--- src/rtl/axis_dac_spi_pkg.sv ---
// Shared constants and types for the AXIS-to-SPI DAC writer.
package axis_dac_spi_pkg;

  localparam int FRAME_WIDTH = 24;
  localparam int FRAMES      = 4;
  localparam int WORD_WIDTH  = FRAME_WIDTH * FRAMES;
  localparam int IDX_W       = $clog2(FRAMES + 1);

  localparam logic [15:0] DROP_MAX = 16'hFFFF;

  typedef enum logic [1:0] {
    IDLE,
    SELECT,
    SHIFT,
    GAP
  } state_e;

endpackage

--- src/rtl/axis_dac_spi_writer_if.sv ---
// AXI-Stream command-word channel from the sample-to-command packer.
interface axis_dac_spi_writer_if;
  import axis_dac_spi_pkg::*;

  logic [WORD_WIDTH-1:0] tdata;
  logic                  tvalid;
  logic                  tready;

  modport master (output tdata, output tvalid, input tready);
  modport slave  (input tdata, input tvalid, output tready);

endinterface

--- src/rtl/axis_dac_spi_writer_shifter.sv ---
// Serialises one frame MSB-first: sclk divider, bit counter, shift register.
// sdo is the shift register MSB, so it only moves when the register moves.
module spi_frame_shifter #(
  parameter int FRAME_WIDTH = 24,
  parameter int SCLK_DIV    = 4
) (
  input  logic                   aclk,
  input  logic                   areset,
  input  logic                   start_i,
  input  logic [FRAME_WIDTH-1:0] frame_i,
  output logic                   done_o,
  output logic                   sclk_o,
  output logic                   sync_n_o,
  output logic                   sdo_o
);

  localparam int DIV_W = (SCLK_DIV > 1) ? $clog2(SCLK_DIV) : 1;
  localparam int BIT_W = $clog2(FRAME_WIDTH);

  logic                   active_q;
  logic                   sclk_q;
  logic                   sync_n_q;
  logic [DIV_W-1:0]       div_q;
  logic [BIT_W-1:0]       bit_q;
  logic [FRAME_WIDTH-1:0] shreg_q;

  logic wrap;
  logic last_bit;

  assign wrap     = (div_q == DIV_W'(SCLK_DIV - 1));
  assign last_bit = (bit_q == BIT_W'(FRAME_WIDTH - 1));
  // The frame ends on the falling edge of its last bit.
  assign done_o   = active_q & wrap & sclk_q & last_bit;

  assign sclk_o   = sclk_q;
  assign sync_n_o = sync_n_q;
  assign sdo_o    = shreg_q[FRAME_WIDTH-1];

  // Divider/bit counter: sclk toggles on each divider wrap; data moves on falling edges.
  // NOTE: sequential state uses non-blocking assignments so every register samples pre-edge values.
  always_ff @(posedge aclk or posedge areset) begin
    if (areset) begin
      active_q <= 1'b0;
      sclk_q   <= 1'b0;
      sync_n_q <= 1'b1;
      div_q    <= '0;
      bit_q    <= '0;
      shreg_q  <= '0;
    end else if (start_i) begin
      active_q <= 1'b1;
      sclk_q   <= 1'b0;
      sync_n_q <= 1'b0;
      div_q    <= '0;
      bit_q    <= '0;
      shreg_q  <= frame_i;
    end else if (active_q) begin
      div_q <= wrap ? '0 : div_q + 1'b1;
      if (wrap) begin
        if (!sclk_q) begin
          sclk_q <= 1'b1;
        end else if (last_bit) begin
          active_q <= 1'b0;
          sclk_q   <= 1'b0;
          sync_n_q <= 1'b1;
          shreg_q  <= '0;
        end else begin
          sclk_q  <= 1'b0;
          bit_q   <= bit_q + 1'b1;
          shreg_q <= shreg_q << 1;
        end
      end
    end
  end

endmodule

--- src/rtl/axis_dac_spi_writer.sv ---
// Takes 96-bit DAC command words from AXIS into a one-deep holding register
// and sends each of their 24-bit frames to a 3-wire SPI DAC.
module axis_dac_spi_writer
  import axis_dac_spi_pkg::*;
#(
  parameter int SCLK_DIV  = 4,
  parameter int CS_GAP    = 2,
  parameter bit SKIP_ZERO = 1'b1
) (
  input  logic                  aclk,
  input  logic                  areset,
  axis_dac_spi_writer_if.slave  s_axis,
  output logic                  spi_sclk,
  output logic                  spi_sync_n,
  output logic                  spi_sdo,
  output logic                  sts_busy,
  output logic [15:0]           sts_drop_cntr
);

  localparam int GAP_W = $clog2(CS_GAP + 1);

  state_e                state_q, state_d;
  logic [IDX_W-1:0]      idx_q, idx_d;
  logic [WORD_WIDTH-1:0] word_q, word_d;
  logic [GAP_W-1:0]      gap_q, gap_d;

  logic [WORD_WIDTH-1:0] hold_q;
  logic                  hold_full_q;
  logic [15:0]           drop_q;

  logic drain;
  logic start;
  logic frame_done;

  // tready reflects the holding register only, and is held low during reset.
  assign s_axis.tready = ~hold_full_q & ~areset;
  assign sts_busy      = (state_q != IDLE) | hold_full_q;
  assign sts_drop_cntr = drop_q;

  // Holding register: filled on handshake, emptied when IDLE copies it out.
  always_ff @(posedge aclk or posedge areset) begin
    if (areset) begin
      hold_full_q <= 1'b0;
      hold_q      <= '0;
    end else if (s_axis.tvalid && s_axis.tready) begin
      hold_full_q <= 1'b1;
      hold_q      <= s_axis.tdata;
    end else if (drain) begin
      hold_full_q <= 1'b0;
    end
  end

  // Drop counter: a word offered while tready is low is lost; count it, saturating.
  always_ff @(posedge aclk or posedge areset) begin
    if (areset) begin
      drop_q <= '0;
    end else if (s_axis.tvalid && !s_axis.tready && drop_q != DROP_MAX) begin
      drop_q <= drop_q + 1'b1;
    end
  end

  // FSM state register.
  always_ff @(posedge aclk or posedge areset) begin
    if (areset) begin
      state_q <= IDLE;
      idx_q   <= '0;
      word_q  <= '0;
      gap_q   <= '0;
    end else begin
      state_q <= state_d;
      idx_q   <= idx_d;
      word_q  <= word_d;
      gap_q   <= gap_d;
    end
  end

  // FSM next state: the shift word moves down one frame whenever frame_idx advances,
  // so the current frame is always its low 24 bits. sync_n stays high for the GAP
  // cycles plus the SELECT cycle, hence GAP lasts CS_GAP-1 cycles.
  always_comb begin
    // NOTE: every output of this block gets a default first, so no path can infer a latch.
    state_d = state_q;
    idx_d   = idx_q;
    word_d  = word_q;
    gap_d   = gap_q;
    drain   = 1'b0;
    start   = 1'b0;
    unique case (state_q)
      IDLE: begin
        if (hold_full_q) begin
          word_d  = hold_q;
          idx_d   = '0;
          drain   = 1'b1;
          state_d = SELECT;
        end
      end
      SELECT: begin
        if (idx_q == IDX_W'(FRAMES)) begin
          state_d = IDLE;
        end else if (SKIP_ZERO && word_q[FRAME_WIDTH-1:0] == '0) begin
          idx_d  = idx_q + 1'b1;
          word_d = word_q >> FRAME_WIDTH;
        end else begin
          start   = 1'b1;
          state_d = SHIFT;
        end
      end
      SHIFT: begin
        if (frame_done) begin
          idx_d   = idx_q + 1'b1;
          word_d  = word_q >> FRAME_WIDTH;
          gap_d   = '0;
          state_d = (CS_GAP > 1) ? GAP : SELECT;
        end
      end
      GAP: begin
        if (gap_q == GAP_W'(CS_GAP - 2)) begin
          state_d = SELECT;
        end else begin
          gap_d = gap_q + 1'b1;
        end
      end
    endcase
  end

  spi_frame_shifter #(
    .FRAME_WIDTH (FRAME_WIDTH),
    .SCLK_DIV    (SCLK_DIV)
  ) u_shifter (
    .aclk     (aclk),
    .areset   (areset),
    .start_i  (start),
    .frame_i  (word_q[FRAME_WIDTH-1:0]),
    .done_o   (frame_done),
    .sclk_o   (spi_sclk),
    .sync_n_o (spi_sync_n),
    .sdo_o    (spi_sdo)
  );

endmodule

--- src/flat_wrapper.sv ---
// flat-port wrapper written by rule: the top's interface ports become plain ports
module axis_dac_spi_writer_flat import axis_dac_spi_pkg::*;
#(
  parameter int SCLK_DIV  = 4,
  parameter int CS_GAP    = 2,
  parameter bit SKIP_ZERO = 1'b1
)
  (aclk, areset, spi_sclk, spi_sync_n, spi_sdo, sts_busy, sts_drop_cntr, s_axis_tdata, s_axis_tvalid, s_axis_tready);
  axis_dac_spi_writer_if s_axis_i ();
  input  logic aclk;
  input  logic areset;
  output logic spi_sclk;
  output logic spi_sync_n;
  output logic spi_sdo;
  output logic sts_busy;
  output logic [15:0] sts_drop_cntr;
  input wire logic [$bits(s_axis_i.tdata)-1:0] s_axis_tdata;
  input wire logic [$bits(s_axis_i.tvalid)-1:0] s_axis_tvalid;
  output wire logic [$bits(s_axis_i.tready)-1:0] s_axis_tready;
  assign s_axis_i.tdata = s_axis_tdata;
  assign s_axis_i.tvalid = s_axis_tvalid;
  assign s_axis_tready = s_axis_i.tready;
  axis_dac_spi_writer #(.SCLK_DIV(SCLK_DIV), .CS_GAP(CS_GAP), .SKIP_ZERO(SKIP_ZERO)) u_core (.aclk(aclk), .areset(areset), .s_axis(s_axis_i), .spi_sclk(spi_sclk), .spi_sync_n(spi_sync_n), .spi_sdo(spi_sdo), .sts_busy(sts_busy), .sts_drop_cntr(sts_drop_cntr));
endmodule
--- config.mk ---
export PLATFORM = sky130hd
export DESIGN_NAME = axis_dac_spi_writer_flat
export DESIGN_NICKNAME = d
export VERILOG_FILES = /design/src/rtl/axis_dac_spi_pkg.sv /design/src/rtl/axis_dac_spi_writer_if.sv /design/src/rtl/axis_dac_spi_writer_shifter.sv /design/src/rtl/axis_dac_spi_writer.sv /design/src/flat_wrapper.sv
export SDC_FILE = /design/constraint.sdc
export NUM_CORES = 1
export LEC_CHECK = 0
export ABC_AREA = 0
export CAP_MARGIN = 20
export CORE_MARGIN = 5
export CORE_UTILIZATION = 56
export CTS_BUF_LIST = sky130_fd_sc_hd__clkbuf_8
export DETAILED_ROUTE_END_ITERATION = 12
export HOLD_SLACK_MARGIN = 0.08
export PLACE_DENSITY_LB_ADDON = 0.1
export SLEW_MARGIN = 25
export SYNTH_ARGS = -nofsm -noshare
export SYNTH_HDL_FRONTEND = slang
export SYNTH_SLANG_ARGS = --single-unit
--- constraint.sdc ---
create_clock -name aclk -period 14.8 [get_ports aclk]
set_clock_uncertainty 0.15 [all_clocks]
set_input_delay 2.96 -clock aclk [delete_from_list [all_inputs] [get_ports aclk]]
set_output_delay 2.96 -clock aclk [all_outputs]
set_load 0.05 [all_outputs]
==> flow_summary.yaml <==
global_route:
  track_usage_pct: 21.4
  grt_pass1_vias: 7513
  grt_overflow: 0
  grt_max_degree: 128
  grt_first_pass_wirelength_um: 38900
  antenna_found_initial: 0
floorplanning:
  initial_core_util_pct: 56.3
  die_w_um: 149
  coreArea_mm2: 0.0193
  std_cell_rows: 51
  boundaryPins: 120
  die_y_um: 149
  die_area_mm2: 0.0223
job:
  max_cap_viol_count: 0
clock_tree:
  cts_max_level: 2
  cts_setup_buffers: 0
  clock_latency_ps: 540
  ctsRootBufferMaster: "clkbuf_8"
  clock-sinks: 250
  cts_tree: "done"
  cts_buffers: 42
  postCtsHoldBufs: 0
  path_clk_slew_ps: 60
  cts_resized: 0
  cts_buffer_depth: 3
setup_path:
  worst_path_most_repeated_cell: "clkdlybuf4s50_1"
  worstSetupEndpointType: "output port"
  path_delay_family: "buffers and inverters"
  r2r_slack_ps: 11860
  start_kind: "input pin"
  path_cells: "clkdlybuf4s50_1 > nor2_1 > clkdlybuf4s50_1"
  cp_num_buf_inv: 2
  cp-startpoint: "areset"
  crit_path_max_incr_delay_ps: 830
  cp_slowest_cell: "clkdlybuf4s50_1"
  arrival_ps: 4530
  critPathMaxFanout: 3
  reg2reg_from: "u_core.u_shifter.bit_q[0]"
  crit_type: "input pin to output port"
  cp.required_ps: 11690
timing:
  setup_violations: 0
  fmax_mhz: 131
  slew_viol_final: 0
  holdWs_ps: 347
  min_period_ps: 7640
  finalCritPeriodShare_pct: 51.6
  tns_ps: 0
  rsz0062_at_grt: "no"
  slew_headroom_pct: 31.1
  worst_slew_pin_slew_ps: 1030
  hold_violations: 0
synthesis:
  syn_nets: 1026
  synth-edff-count: 0
  synthCells: 916
  syn-cell-area_mm2: 0.0109
  syn_area_per_cell_um2: 11.8
  synth_fa_ha_area_share_pct: 1.27
  yosysUniqueCellTypes: 46
  synth_xor_area_share_pct: 1.37
  synthFlopType: "dfrtp_1"
  synth_top_family_by_area: "multiplexers"
  synth-compound-area-share_pct: 12.5
  ys_warn_count: 0
  synth-simple-area-share_pct: 6.66
  synthArstFlopShare_pct: 100
  yosysSeqAreaShare_pct: 57.7
  synth.mux.area_fraction_pct: 17.4
  synth-seq-cells: 250
drt:
  post-route-drc-count: 0
  dr.first_iter.drc_count: 436
  viasPerCell: 5.59
  routed_wl_um: 23100
  drtAntennaViolNets: 0
  wire_per_inst_um: 17.6
  dr_total_vias: 7342
  drt_pass1_iterations: 4
finish:
  nFillCells: 1470
  antenna_cells: 0
  synthToLayoutAreaGrowth_pct: 19.6
  layout-drive-gt1-share_pct: 16.5
  finalNetCount: 1133
power_and_ir_drop:
  switching_share_pct: 37.5
  powerDensity_mw_per_mm2: 221
  seqPwrFrac_pct: 40.6
  p_clk_share_pct: 20.5
  max-vdd-ir-drop_v: 0.000183
  pwr-share-comb_pct: 38.8
  p_leak_nw: 5.69
  p_sw_mw: 1.07
  intPower_mw: 1.79
min_path:
  min_from: "u_core.sts_drop_cntr[15]"
  hold_class: "flop to flop"
place:
  place.gp.congestion: 0.770
  port_buffers: 119
  dpl.hpwl_um: 14100
outcome:
  outcome: "finished, final reports clean"
[metrics by stage]
stage | utilization, % | cells | total power [mW] | instance area (um2) | worst slack, ps
final | 67.4 | 1314 | 2.87 | 13000 | 7160
after global routing | 67.4 | 1314 | 3.08 | 13000 | 7090
after CTS | 67.4 | 1314 | 2.90 | 13000 | 7160
after detailed placement | 63.1 | 1244 | 2.30 | 12200 | 7160
after global placement | 63.1 | 1244 | 2.26 | 12200 | 7170
after floorplan | - | 916 | 2.01 | 10900 | 4820
[cells by family (layout without fill, tap and decap cells)]
group,count (synthesis),count (layout)
xor gates and xnor gates,17,17
buffers and inverters,74,207
adders and majority gates,11,11
DFF,250,250
AOI/OAI and AO/OA,239,239
muxes,177,177
and+or+nand+nor,148,148
[final cells by class]
type | instances | area (um2) | share of cell area, %
Inverter | 9 | 41.3 | 0.318
Timing Repair Buffer | 128 | 1260 | 9.70
Clock buffer | 54 | 743 | 5.73
Clock inverter | 16 | 72.6 | 0.559
Sequential cell | 250 | 6260 | 48.2
Multi-Input combinational cell | 592 | 4280 | 32.9
Tap cell | 265 | 332 | 2.55
[power groups by stage]
stage | clock network [mW] | logic (mW) | registers (mW)
6_report | 0.589 | 1.11 | 1.16
5_1_grt | 0.637 | 1.25 | 1.20
4_1_cts | 0.605 | 1.13 | 1.16
3_5_place_dp | 0 | 1.13 | 1.17
3_3_place_gp | 0 | 1.10 | 1.16
2_1_floorplan | 0 | 0.867 | 1.15
[state kept, by name (all words and copies together) (netlist names), 2 cells and up]
| name | cells |
|---|---|
| u_core.u_shifter.shreg_q | 24 |
| u_core.hold_q | 96 |
| u_core.gap_q | 2 |
| u_core.u_shifter.bit_q | 5 |
| u_core.idx_q | 3 |
| u_core.u_shifter.div_q | 2 |
| u_core.state_q | 2 |
| u_core.sts_drop_cntr | 16 |
| u_core.word_q | 96 |
[routing by layer]
metal | global-route usage (%) | vias to the layer above | part of all wire, %
met5 | 0 | - | 0
met1 | 31.1 | 3663 | 46
li1 | - | 3480 | -
met3 | 3.37 | 41 | 3.8
met2 | 33.6 | 158 | 48
met4 | 6.18 | 0 | 2.1
[synth_stat cells, types with 2 or more instances]
library cell / count / share of area, %
nor2b_1: 2 / 0.12
a22o_1: 2 / 0.16
buf_6: 2 / 0.21
nor4_1: 6 / 0.35
buf_2: 7 / 0.32
and2_1: 2 / 0.12
clkbuf_2: 8 / 0.37
nand3_1: 4 / 0.18
mux2_2: 97 / 10
clkbuf_1: 45 / 1.6
a221o_1: 23 / 2.1
o221ai_1: 2 / 0.16
nand3b_1: 2 / 0.14
xnor2_1: 10 / 0.81
buf_8: 2 / 0.28
ha_1: 11 / 1.3
nand2_1: 40 / 1.4
nand2b_1: 27 / 1.6
a21oi_1: 2 / 0.092
dfrtp_1: 249 / 57
nor3_1: 5 / 0.23
nor2_1: 43 / 1.5
o21ai_1: 15 / 0.69
inv_1: 9 / 0.31
mux2i_1: 80 / 7.4
a21o_1: 2 / 0.14
nand4_1: 10 / 0.58
xor2_1: 7 / 0.56
o21ai_0: 185 / 8.5
[placed cells by master, fill, tap and decap left out, types with 7 or more instances in the layout]
cell and n:
dfrtp_1 249, ha_1 10, clkbuf_8 54, mux2i_1 80, nor2_1 43, nand2_1 40
xor2_1 7, nand4_1 10, nand2b_1 27, buf_4 9, inv_1 21, o21ai_0 185
clkdlybuf4s50_1 119, mux2_2 97, a221o_1 23, o21ai_1 15, xnor2_1 10
[path summary, 6_finish.rpt]
path | to | cells past startpoint
min in group asynchronous | u_core.sts_drop_cntr[2] | 2
hold / removal | u_core.sts_drop_cntr[15] | 1
setup / recovery | s_axis_tready | 3
setup reg to reg | u_core.word_q[14] | 7
max in group asynchronous | u_core.word_q[23] | 3
hold reg to reg | u_core.sts_drop_cntr[15] | 1
Note: power is estimated with default switching activity, not from simulation.
